--- src/rtl/gain_divider.sv ---
// rtl/gain_divider.sv - two-channel sample-rate signed divider, signal*2^W/gain, one shared restoring datapath
module gain_divider #(
    parameter int W = 16
) (
    input  logic         clk,
    input  logic         rst,
    input  logic         sample_clk,
    input  logic [W-1:0] sample_in0,
    input  logic [W-1:0] sample_in1,
    input  logic [W-1:0] sample_in2,
    input  logic [W-1:0] sample_in3,
    output logic [W-1:0] sample_out0,
    output logic [W-1:0] sample_out1,
    output logic [W-1:0] sample_out2,
    output logic [W-1:0] sample_out3,
    output logic         busy
);

    localparam int CW = $clog2(W);
    localparam logic [W-1:0] MAX_POS = {1'b0, {(W-1){1'b1}}};

    typedef enum logic [1:0] {S_IDLE, S_LOAD, S_DIV, S_STORE} state_t;

    state_t        state_q, state_d;
    logic          ch_q, ch_d;
    logic          sc_prev_q;
    logic [W-1:0]  g0_q, s0_q, g1_q, s1_q;
    logic          neg_q, sat_q, zero_q;
    logic [W:0]    absg_q;
    logic [W+1:0]  rem_q;
    logic [W-1:0]  q_q;
    logic [CW-1:0] cnt_q;
    logic [W-1:0]  res0_q;
    logic [W-1:0]  out0_q, out1_q, out2_q, out3_q;

    logic          start;
    logic [W-1:0]  sel_g, sel_s;
    logic [W:0]    ext_g, ext_s, abs_g, abs_s;
    logic          sat_c, zero_c, neg_c;
    logic [W+1:0]  rem_sh, rem_nx;
    logic          ge;
    logic [W-1:0]  res_c;

    assign start = sample_clk & ~sc_prev_q & (state_q == S_IDLE);

    // Operand selection and magnitudes; W+1 bits keep |-2^(W-1)| representable.
    assign sel_g  = ch_q ? g1_q : g0_q;
    assign sel_s  = ch_q ? s1_q : s0_q;
    assign ext_g  = {sel_g[W-1], sel_g};
    assign ext_s  = {sel_s[W-1], sel_s};
    assign abs_g  = sel_g[W-1] ? ((W+1)'(0) - ext_g) : ext_g;
    assign abs_s  = sel_s[W-1] ? ((W+1)'(0) - ext_s) : ext_s;
    assign neg_c  = sel_g[W-1] ^ sel_s[W-1];
    assign zero_c = (sel_s == '0);
    assign sat_c  = ((sel_g == '0) && !zero_c) || ({abs_s, 1'b0} >= {1'b0, abs_g});

    // One restoring-division step per DIV cycle.
    assign rem_sh = rem_q << 1;
    assign ge     = (rem_sh >= {1'b0, absg_q});
    assign rem_nx = ge ? (rem_sh - {1'b0, absg_q}) : rem_sh;

    always_comb begin
        res_c = '0;
        if (zero_q) begin
            res_c = '0;
        end else if (sat_q) begin
            res_c = neg_q ? (W'(0) - MAX_POS) : MAX_POS;
        end else begin
            res_c = neg_q ? (W'(0) - q_q) : q_q;
        end
    end

    always_comb begin
        state_d = state_q;
        ch_d    = ch_q;
        case (state_q)
            S_IDLE: begin
                if (start) begin
                    state_d = S_LOAD;
                    ch_d    = 1'b0;
                end
            end
            S_LOAD: state_d = S_DIV;
            S_DIV: begin
                if (cnt_q == CW'(W-1)) state_d = S_STORE;
            end
            S_STORE: begin
                if (!ch_q) begin
                    state_d = S_LOAD;
                    ch_d    = 1'b1;
                end else begin
                    state_d = S_IDLE;
                end
            end
            default: state_d = S_IDLE;
        endcase
    end

    always_ff @(posedge clk) begin
        if (rst) begin
            state_q   <= S_IDLE;
            ch_q      <= 1'b0;
            sc_prev_q <= 1'b0;
            g0_q      <= '0;
            s0_q      <= '0;
            g1_q      <= '0;
            s1_q      <= '0;
            neg_q     <= 1'b0;
            sat_q     <= 1'b0;
            zero_q    <= 1'b0;
            absg_q    <= '0;
            rem_q     <= '0;
            q_q       <= '0;
            cnt_q     <= '0;
            res0_q    <= '0;
            out0_q    <= '0;
            out1_q    <= '0;
            out2_q    <= '0;
            out3_q    <= '0;
        end else begin
            sc_prev_q <= sample_clk;
            state_q   <= state_d;
            ch_q      <= ch_d;
            if (start) begin
                g0_q <= sample_in0;
                s0_q <= sample_in1;
                g1_q <= sample_in2;
                s1_q <= sample_in3;
            end
            case (state_q)
                S_LOAD: begin
                    neg_q  <= neg_c;
                    sat_q  <= sat_c;
                    zero_q <= zero_c;
                    absg_q <= abs_g;
                    rem_q  <= {1'b0, abs_s};
                    q_q    <= '0;
                    cnt_q  <= '0;
                end
                S_DIV: begin
                    rem_q <= rem_nx;
                    q_q   <= {q_q[W-2:0], ge};
                    cnt_q <= cnt_q + CW'(1);
                end
                S_STORE: begin
                    // All four outputs publish together once channel 1 is done.
                    if (ch_q) begin
                        out0_q <= g0_q;
                        out1_q <= res0_q;
                        out2_q <= g1_q;
                        out3_q <= res_c;
                    end else begin
                        res0_q <= res_c;
                    end
                end
                default: ;
            endcase
        end
    end

    assign sample_out0 = out0_q;
    assign sample_out1 = out1_q;
    assign sample_out2 = out2_q;
    assign sample_out3 = out3_q;
    assign busy        = (state_q != S_IDLE);

endmodule

--- config.mk ---
export PLATFORM = sky130hd
export DESIGN_NAME = gain_divider
export DESIGN_NICKNAME = d
export VERILOG_FILES = /design/src/rtl/gain_divider.sv
export SDC_FILE = /design/constraint.sdc
export NUM_CORES = 1
export LEC_CHECK = 0
export CAP_MARGIN = 20
export CORE_MARGIN = 5
export CORE_UTILIZATION = 55
export DETAILED_ROUTE_END_ITERATION = 10
export GPL_TIMING_DRIVEN = 1
export PLACE_DENSITY_LB_ADDON = 0.12
export SYNTH_ARGS = -nofsm -noshare
export SYNTH_HDL_FRONTEND = slang
export SYNTH_SLANG_ARGS = --single-unit
--- constraint.sdc ---
create_clock -name clk -period 5.13 [get_ports clk]
set_input_delay 1.2825 -clock clk [delete_from_list [all_inputs] [get_ports clk]]
set_output_delay 1.2825 -clock clk [all_outputs]
set_load 0.01 [all_outputs]
## After elaboration in Yosys (flattened, before gate mapping)

Cells that the tools add are included.

- Word-level logic and storage cells: 68
- Bits in writable memories: 0
- Memories kept: 0
- ROM bits: 0
- Bits in latches: 0
- Register bits: 205

- Magnitude comparators: 2
- Equality and inequality tests: 6
- Muxes and demuxes: 18
- Reductions and logical operators: 13
- Multiply operators: 0
- Shift operators: 0
- Div/mod/pow operators: 0
- $add $sub $neg: 5
- Bitwise gates (word level): 5

Operators by type and width:

| kind | count |
|---|---|
| $mux W16 | 6 |
| $mux W17 | 3 |
| $ge A18 B17 Y1 | 2 |
| $pmux W17 S2 | 1 |
| $sub A1 B16 Y17 const A | 2 |
| $logic_not A16 Y1 | 2 |
| $pmux W16 S2 | 1 |
| $sub A17 B17 Y17 | 1 |
| $sub A1 B16 Y16 const A | 1 |
| $pmux W2 S4 | 1 |
| $pmux W4 S2 | 1 |
| $reduce_and A2 Y1 | 4 |
| $reduce_bool A2 Y1 | 3 |
| $add A4 B1 Y4 const B | 1 |
| $eq A2 B2 Y1 const B | 2 |
| $eq A4 B4 Y1 const B | 1 |
| $mux W2 | 2 |
| $ne A2 B2 Y1 const B | 2 |
| $and A1 B1 Y1 | 2 |
| $eq A2 B1 Y1 const B | 1 |
| $logic_not A2 Y1 | 1 |
| $mux W1 | 2 |
| $not A1 Y1 | 2 |
| $pmux W1 S2 | 1 |
| other kinds (4) | 4 |

## Logic depth before layout (Yosys ltp)

Gate-level depths: netlist of run 1.

- Depth after elaboration: 5
- Gate-level depth with buffers: 17
- Mapped depth without buffers: 13

## Worst setup path after synthesis of run 1

Ideal clock, no wire load.

- Path type: register to register
- From: register ch_q
- To: register sat_q
- Data arrival time: 3.545 ns
- Slack: 1.454 ns
- Cell stages (with the launch flop): 18
- Path through: dfxtp_1 buf_4 buf_2 buf_1 buf_2 mux2i_1 ha_1 nand2_1 a211oi_1 nor2_1 xnor2_1 ha_1 a21o_1 a21o_1 a21oi_1 o21ai_0 o31ai_1 o211ai_1

- Longest elaborated chain between the ends: 5
- Elaborated cells on any way between the ends: 12

Ends and longest elaborated chain:

| item | RTL line | RTL |
|---|---|---|
| from (decl) | 25 | `logic ch_q, ch_d;` |
| from (signal assigned) | 123 | `ch_q <= ch_d;` |
| $mux W16 (on tied branches) | 48, 47 |  |
| $sub A1 B16 Y17 (tied with other cells) | 52 | `assign abs_s = sel_s[W-1] ? ((W+1)'(0) - ext_s) : ext_s;` |
| $mux W17 (tied with other cells) | 52 |  |
| $ge A18 B17 Y1 or $logic_and A1 B1 Y1 (tied branches) | 55 | `assign sat_c = ((sel_g == '0) && !zero_c) \|\| ({abs_s, 1'b0} >= {1'b0, abs_g});` |
| $logic_or A1 B1 Y1 (*) | 55 |  |
| to (signal assigned) | 133 | `sat_q <= sat_c;` |
| to (decl) | 28 | `logic neg_q, sat_q, zero_q;` |

Every way passes the cells marked *; elsewhere a longest branch is shown, timed or not.
A chain may end at the register's enable or synchronous reset.

## Worst setup path after layout of run 1

Ends and elaborated chain as after synthesis.

==> out/results.txt, run 1 <==
status = complete, no violations
Seq/Total Area, Yosys = 38.7%
Reg power frac = 28.8%
diodes inserted = 0
worst path bufs/invs = 1
syn_nets = 1487
synth top area cells = dfxtp_1 39%, nand2_1 12%, a21oi_1 9.4%
biggest registers after layout = absg_q (17), rem_q (17)
Synth Cell Area = 10600 um2
max incr delay on CP = 590 ps
crit path kind = reg -> reg
CTS H-tree depth = 1
CTS tree = built
Starting Density = 56.3%
Design Area, Final = 12700 um2
Cell Chain, Critical Path = buf_4 -> mux2i_1 -> ha_1 -> nand2_1 -> a211oi_1 -> nor2_1 -> xnor2_1 -> ha_1 -> a21o_1 -> a21o_1 -> a21oi_1 -> o21ai_0 -> o31ai_1 -> o211ai_1
Num CTS Buffers = 22
Synthesis Warnings = 0
Crit path required time = 5500 ps
Cell Count, Final, Fillers Out = 1730
die area = 22200 um2
startpoint types = flop
hold bufs inserted after CTS = 0
clk sink count = 205
Yosys cell types = 71
largest net degree at the start of global routing = 81
combinational power share = 47.5%
I/O Buffers = 131
Layout area overhead = 20.1%
Synth area leader = dfxtp_1
max-slew headroom at the worst pin = 30.7%
clock network fraction of total power = 23.8%
setup repair after global routing missed its margin = false
# resized after CTS = 0
ys flop type = dfxtp_1
Iter 0 DRT Violations = 743
skew final = 8.03 ps
#FFs+latches synth = 205
syn avg cell area = 7.70 um2
Worst-Skew Late Latency = 500 ps
Post CTS Setup Buffer Count = 0
worst hold slack = 451 ps
Int Pwr = 4.01 mW
Slew @ Worst Pin = 1040 ps
max-slew violations = 0
NetSw = 2.73 mW
initial antenna violation count = 0
min cycle time layout = 3740 ps
commonest non-fill, non-tap cell in the layout = nand2_1
maximum VDD drop = 0.461 mV
num rows = 50
Critical-path top delay cell = dfxtp_2
die width = 149 um
die height = 149 um
Async SR Flop Fraction = 0%
number of synthesized flops with an enable pin = 0
total grt overflow = 0
Hold Crit Class = reg -> reg
CP endpoint kind = flop
cell area power density = 529 nW/um2
hpwl dp = 20.2 mm
total routed wirelength = 28.6 mm
Hold Fails Final Rpt = 0
Leak = 4.55 nW
dpl cells = 1690
CP max FO = 25
Vias = 9886
most frequent cells in the layout = 329 x nand2_1, 204 x dfxtp_1, 199 x a21oi_1
CTS Root Cell = clkbuf_16
DRC viols = 0
max cap viols = 0
R2R setup slack = 1390 ps
layout net count = 1564
drt pass-1 iters = 6
drt wl/cell = 16.5 um
Ports = 132
fraction of synthesized cell area taken by the top area cell type = 38.7%
layout cells sized above 1 = 5.03%
achievable clock frequency = 268 MHz
Antenna Nets Post-Route = 0
global-route wire length before repair = 45.9 mm
WP data arrival = 4110 ps
synthesized instance count = 1378
fin crit share = 72.9%
Core Box Area = 18800 um2
GP Congestion = 0.917
Setup TNS = 0 ps
placed instance area = 12000 um2
GRT Overall Usage = 24.6%
Via density = 5.71
CTS Buffer Depth = 3
Reg clk slew, reported paths = 60 ps
CP delay by family, top = compound AO/OA/AOI/OAI gates
final setup violation count = 0
sw frac = 40.5%
vias in the first global route = 8971
## cell families (layout without fill, tap and decap cells)
group | count (synthesis) | after routing | synth area share, %
AO/OA/AOI/OAI | 368 | 368 | 20.7
XOR/XNOR | 34 | 34 | 2.81
adder cells (fa/ha/maj) | 42 | 42 | 5.02
buffers and inverters | 131 | 223 | 4.99
flip-flops | 205 | 205 | 38.7
multiplexers | 52 | 52 | 5.01
other | 1 | 1 | 0.0353
AND/OR/NAND/NOR | 545 | 545 | 22.7
## path summary, 6_finish.rpt
kind | start | to | cells past startpoint
min reg2reg | res0_q[1] | sample_out1[1] | 2
min | res0_q[1] | sample_out1[1] | 2
max reg2reg | ch_q | sat_q | 14
max | ch_q | sat_q | 14
## per-layer routing
layer  part of all wire, %  GRT usage, %  wire [um]  vias up
li1                      -             -          -     4936
met1                    45          34.9      13000     4612
met2                    46          39.4      13200      291
met3                   6.0          3.74       1720       47
met4                   2.4          6.41        677        0
met5                     0             0          0        -
## synthesized netlist by cell type, drive strengths merged, types with 3 or more instances
master,count
nand2,330
dfxtp,205
a21oi,199
clkbuf,72
nor2,72
mux2i,43
o21ai,42
ha,41
inv,34
nand3,26
nand2b,25
nor3,24
buf,23
xnor2,18
xor2,16
a31oi,13
a21o,12
o22ai,12
or3,12
a211oi,11
a22oi,11
and2,9
mux2,9
o21a,8
o31ai,8
nor2b,7
nor3b,7
o32ai,7
and3,6
nor4,6
o22a,6
o32a,6
a211o,5
nand4,5
a221oi,4
o211ai,4
a32oi,3
and4,3
or3b,3
## power groups by stage
stage | logic (mW) | registers, mW | clock network, mW
global route | 3.52 | 1.96 | 1.69
finish | 3.20 | 1.94 | 1.60
floorplan | 2.42 | 1.88 | 0
global placement | 3.11 | 1.96 | 0
CTS | 3.15 | 1.94 | 1.62
detailed placement | 3.13 | 1.97 | 0
## tightest hold or removal path: stages, from the launching register on
cell     delay [ps]
dfxtp_1         310
nand2_1          50
a21oi_1          50
## through the flow
step	worst slack (ps)	utilization, %	total power [mW]
finish	1390	67.7	6.74
global route	1060	67.7	7.17
global placement	1550	63.7	5.08
detailed placement	1430	63.7	5.10
floorplan	1450	-	4.30
CTS	1410	67.5	6.71
## layout make-up
type | count | area [um2]
sequential | 205 | 4110
multi-input combinational | 1042 | 5990
inverter | 36 | 135
clock inverter | 9 | 100
fill | 1621 | 6090
clock buffer | 30 | 632
timing repair buffer | 148 | 1460
tap | 260 | 325
Note: power is estimated with default switching activity, not from simulation.
==> run 2, diff against run 1 <==
- clock period: 5.13 -> 3.86 ns (I/O delays scaled with it)
==> run 2 against run 1 <==
  * Count of clock-buffer cells in the layout grew 4
  * Combinational power is 33% higher
  * Power increased by 34%
  * Final cell count is 0.35% higher
  * Clock power is 39% higher
  * Utilization up 0.29 points
  * Maximum frequency up 4.8%
  * Die area stayed put
  * Global-route usage increased by 0.54 points
  * Largest cell class unchanged
==> out/results.txt, run 2 (synthesis gave the netlist of run 1 again) <==
status = complete, no violations
setup slack at placement = 355 ps (-1080 ps)
clk sink count = 205 (unchanged)
diodes inserted = 0 (unchanged)
drt wl/cell = 16.5 um (about the same)
WP data arrival = 3960 ps (-150 ps)
num rows = 50 (unchanged)
vias in the first global route = 9065 (+1.0%)
crit path kind = reg -> reg
cell area power density = 708 nW/um2 (+34%)
largest net degree at the start of global routing = 104 (+28%)
CTS Root Cell = clkbuf_16
CP max FO = 41 (+64%)
GRT Overall Usage = 25.2% (+0.54 points)
Design Area, Final = 12800 um2 (+0.43%)
Starting Density = 56.3% (unchanged)
Num CTS Buffers = 23 (+4.5%)
hold bufs inserted after CTS = 0 (unchanged)
CTS tree = built
skew final = 12.4 ps (+4.37 ps)
I/O Buffers = 131 (unchanged)
setup repair after global routing missed its margin = false
Worst-Skew Late Latency = 520 ps (+20 ps)
die width = 149 um (unchanged)
drt pass-1 iters = 6 (unchanged)
Antenna Nets Post-Route = 0 (unchanged)
layout net count = 1568 (+0.26%)
startpoint types = flop
Ports = 132 (unchanged)
CP endpoint kind = flop
final worst setup slack = 292 ps (-1100 ps)
Hold Fails Final Rpt = 0 (unchanged)
Leak = 4.57 nW (+0.54%)
die area = 22200 um2 (unchanged)
Iter 0 DRT Violations = 782 (+5.2%)
CTS Buffer Depth = 3 (unchanged)
CTS H-tree depth = 1 (unchanged)
PnR Total Power = 9.06 mW (+34%)
max-slew violations = 0 (unchanged)
Crit path required time = 4250 ps (-1250 ps)
most frequent cells in the layout = 329 x nand2_1, 204 x dfxtp_1, 199 x a21oi_1
Core Box Area = 18800 um2 (unchanged)
commonest non-fill, non-tap cell in the layout = nand2_1
hpwl dp = 20.3 mm (+0.43%)
max cap viols = 0 (unchanged)
GP Congestion = 0.892 (-2.7%)
global-route wire length before repair = 46.9 mm (+2.2%)
area of the multi-input gates = 5990 um2 (unchanged)
Vias = 9821 (-0.66%)
layout cells sized above 1 = 5.42% (+0.39 points)
total grt overflow = 0 (unchanged)
maximum VDD drop = 0.722 mV (+57%)
placed instance area = 12000 um2 (+0.25%)
min cycle time layout = 3570 ps (-170 ps)
Layout area overhead = 20.6%
Setup TNS = 0 ps (unchanged)
DRC viols = 0 (unchanged)
Post CTS Setup Buffer Count = 0 (unchanged)
achievable clock frequency = 280 MHz (+4.8%)
initial antenna violation count = 0 (unchanged)
die height = 149 um (unchanged)
# resized after CTS = 0 (unchanged)
FILL cells = 1618 (-0.19%)
fin crit share = 92.4% (+20 points)
Slew @ Worst Pin = 1100 ps (+61.6 ps)
Hold Crit Class = reg -> reg
Via density = 5.66 (-1.0%)
biggest registers after layout = absg_q (17), rem_q (17)
total routed wirelength = 28.7 mm (+0.31%)
Reg clk slew, reported paths = 70 ps (about the same)
Register Area = 4110 um2 (unchanged)
max-slew headroom at the worst pin = 26.6% (-4.1 points)
final setup violation count = 0 (unchanged)
[run 2: changes by cell type in the layout (fill, tap and decap cells not counted)]
cell and delta:
inv_16 +1, inv_6 +2, clkinv_2 -4, buf_4 +4, clkbuf_8 +4, clkbuf_16 -1
clkinvlp_4 +1, bufinv_16 -1
[run 2: final cells by class]
class,count,area share (%)
tap,260,2.54
timing repair buffer,151,11.4
inverter,36,1.06
multi-input combinational,1042,46.8
clock inverter,8,0.743
clock buffer,34,5.37
sequential,205,32.1
[run 2: final timing paths]
check	startpoint	to	slack, ps	cells after the start
min reg2reg	sample_out3[4]	sample_out3[4]	450	2
min	sample_out3[4]	sample_out3[4]	450	2
max reg2reg	ch_q	sat_q	290	14
max	ch_q	sat_q	290	14
[run 2: stage by stage]
step                utilization [%]  hold WS, ps  std cells
finish                         68.0          451       1736
global route                   68.0          470       1736
CTS                            68.0          455       1736
detailed placement             63.8          447       1694
global placement               63.8          442       1694
floorplan                         -          430       1378
[run 2: per-layer routing]
metal / routed length (um) / up-vias / GRT usage [%]
li1: - / 4939 / -
met1: 12900 / 4518 / 36.2
met2: 13200 / 324 / 39.8
met3: 1980 / 40 / 4.04
met4: 611 / 0 / 6.00
met5: 0 / - / 0
[run 2: where the power goes]
group / internal, mW / leakage (nW) / switching, mW
Clock: 1.31 / 0.376 / 0.900
Combinational: 1.74 / 2.54 / 2.52
Sequential: 2.32 / 1.66 / 0.254
[run 2: critical path, cell delays in order, from the launching register on]
cell and delay, ps:
dfxtp_2 400, buf_4 400, mux2i_1 300, ha_1 250, nand2_1 70, a211oi_1 430
nor2_1 100, xnor2_1 250, ha_1 290, a21o_1 190, a21o_1 170, a21oi_1 130
o21ai_0 110, o31ai_1 230, o211ai_1 110
==> run 3, diff against run 2 <==
- CTS_CLUSTER_DIAMETER: unset -> 100
==> results of run 3 <==
Same layout as run 2: the final DEF is identical, and so are final timing and power.
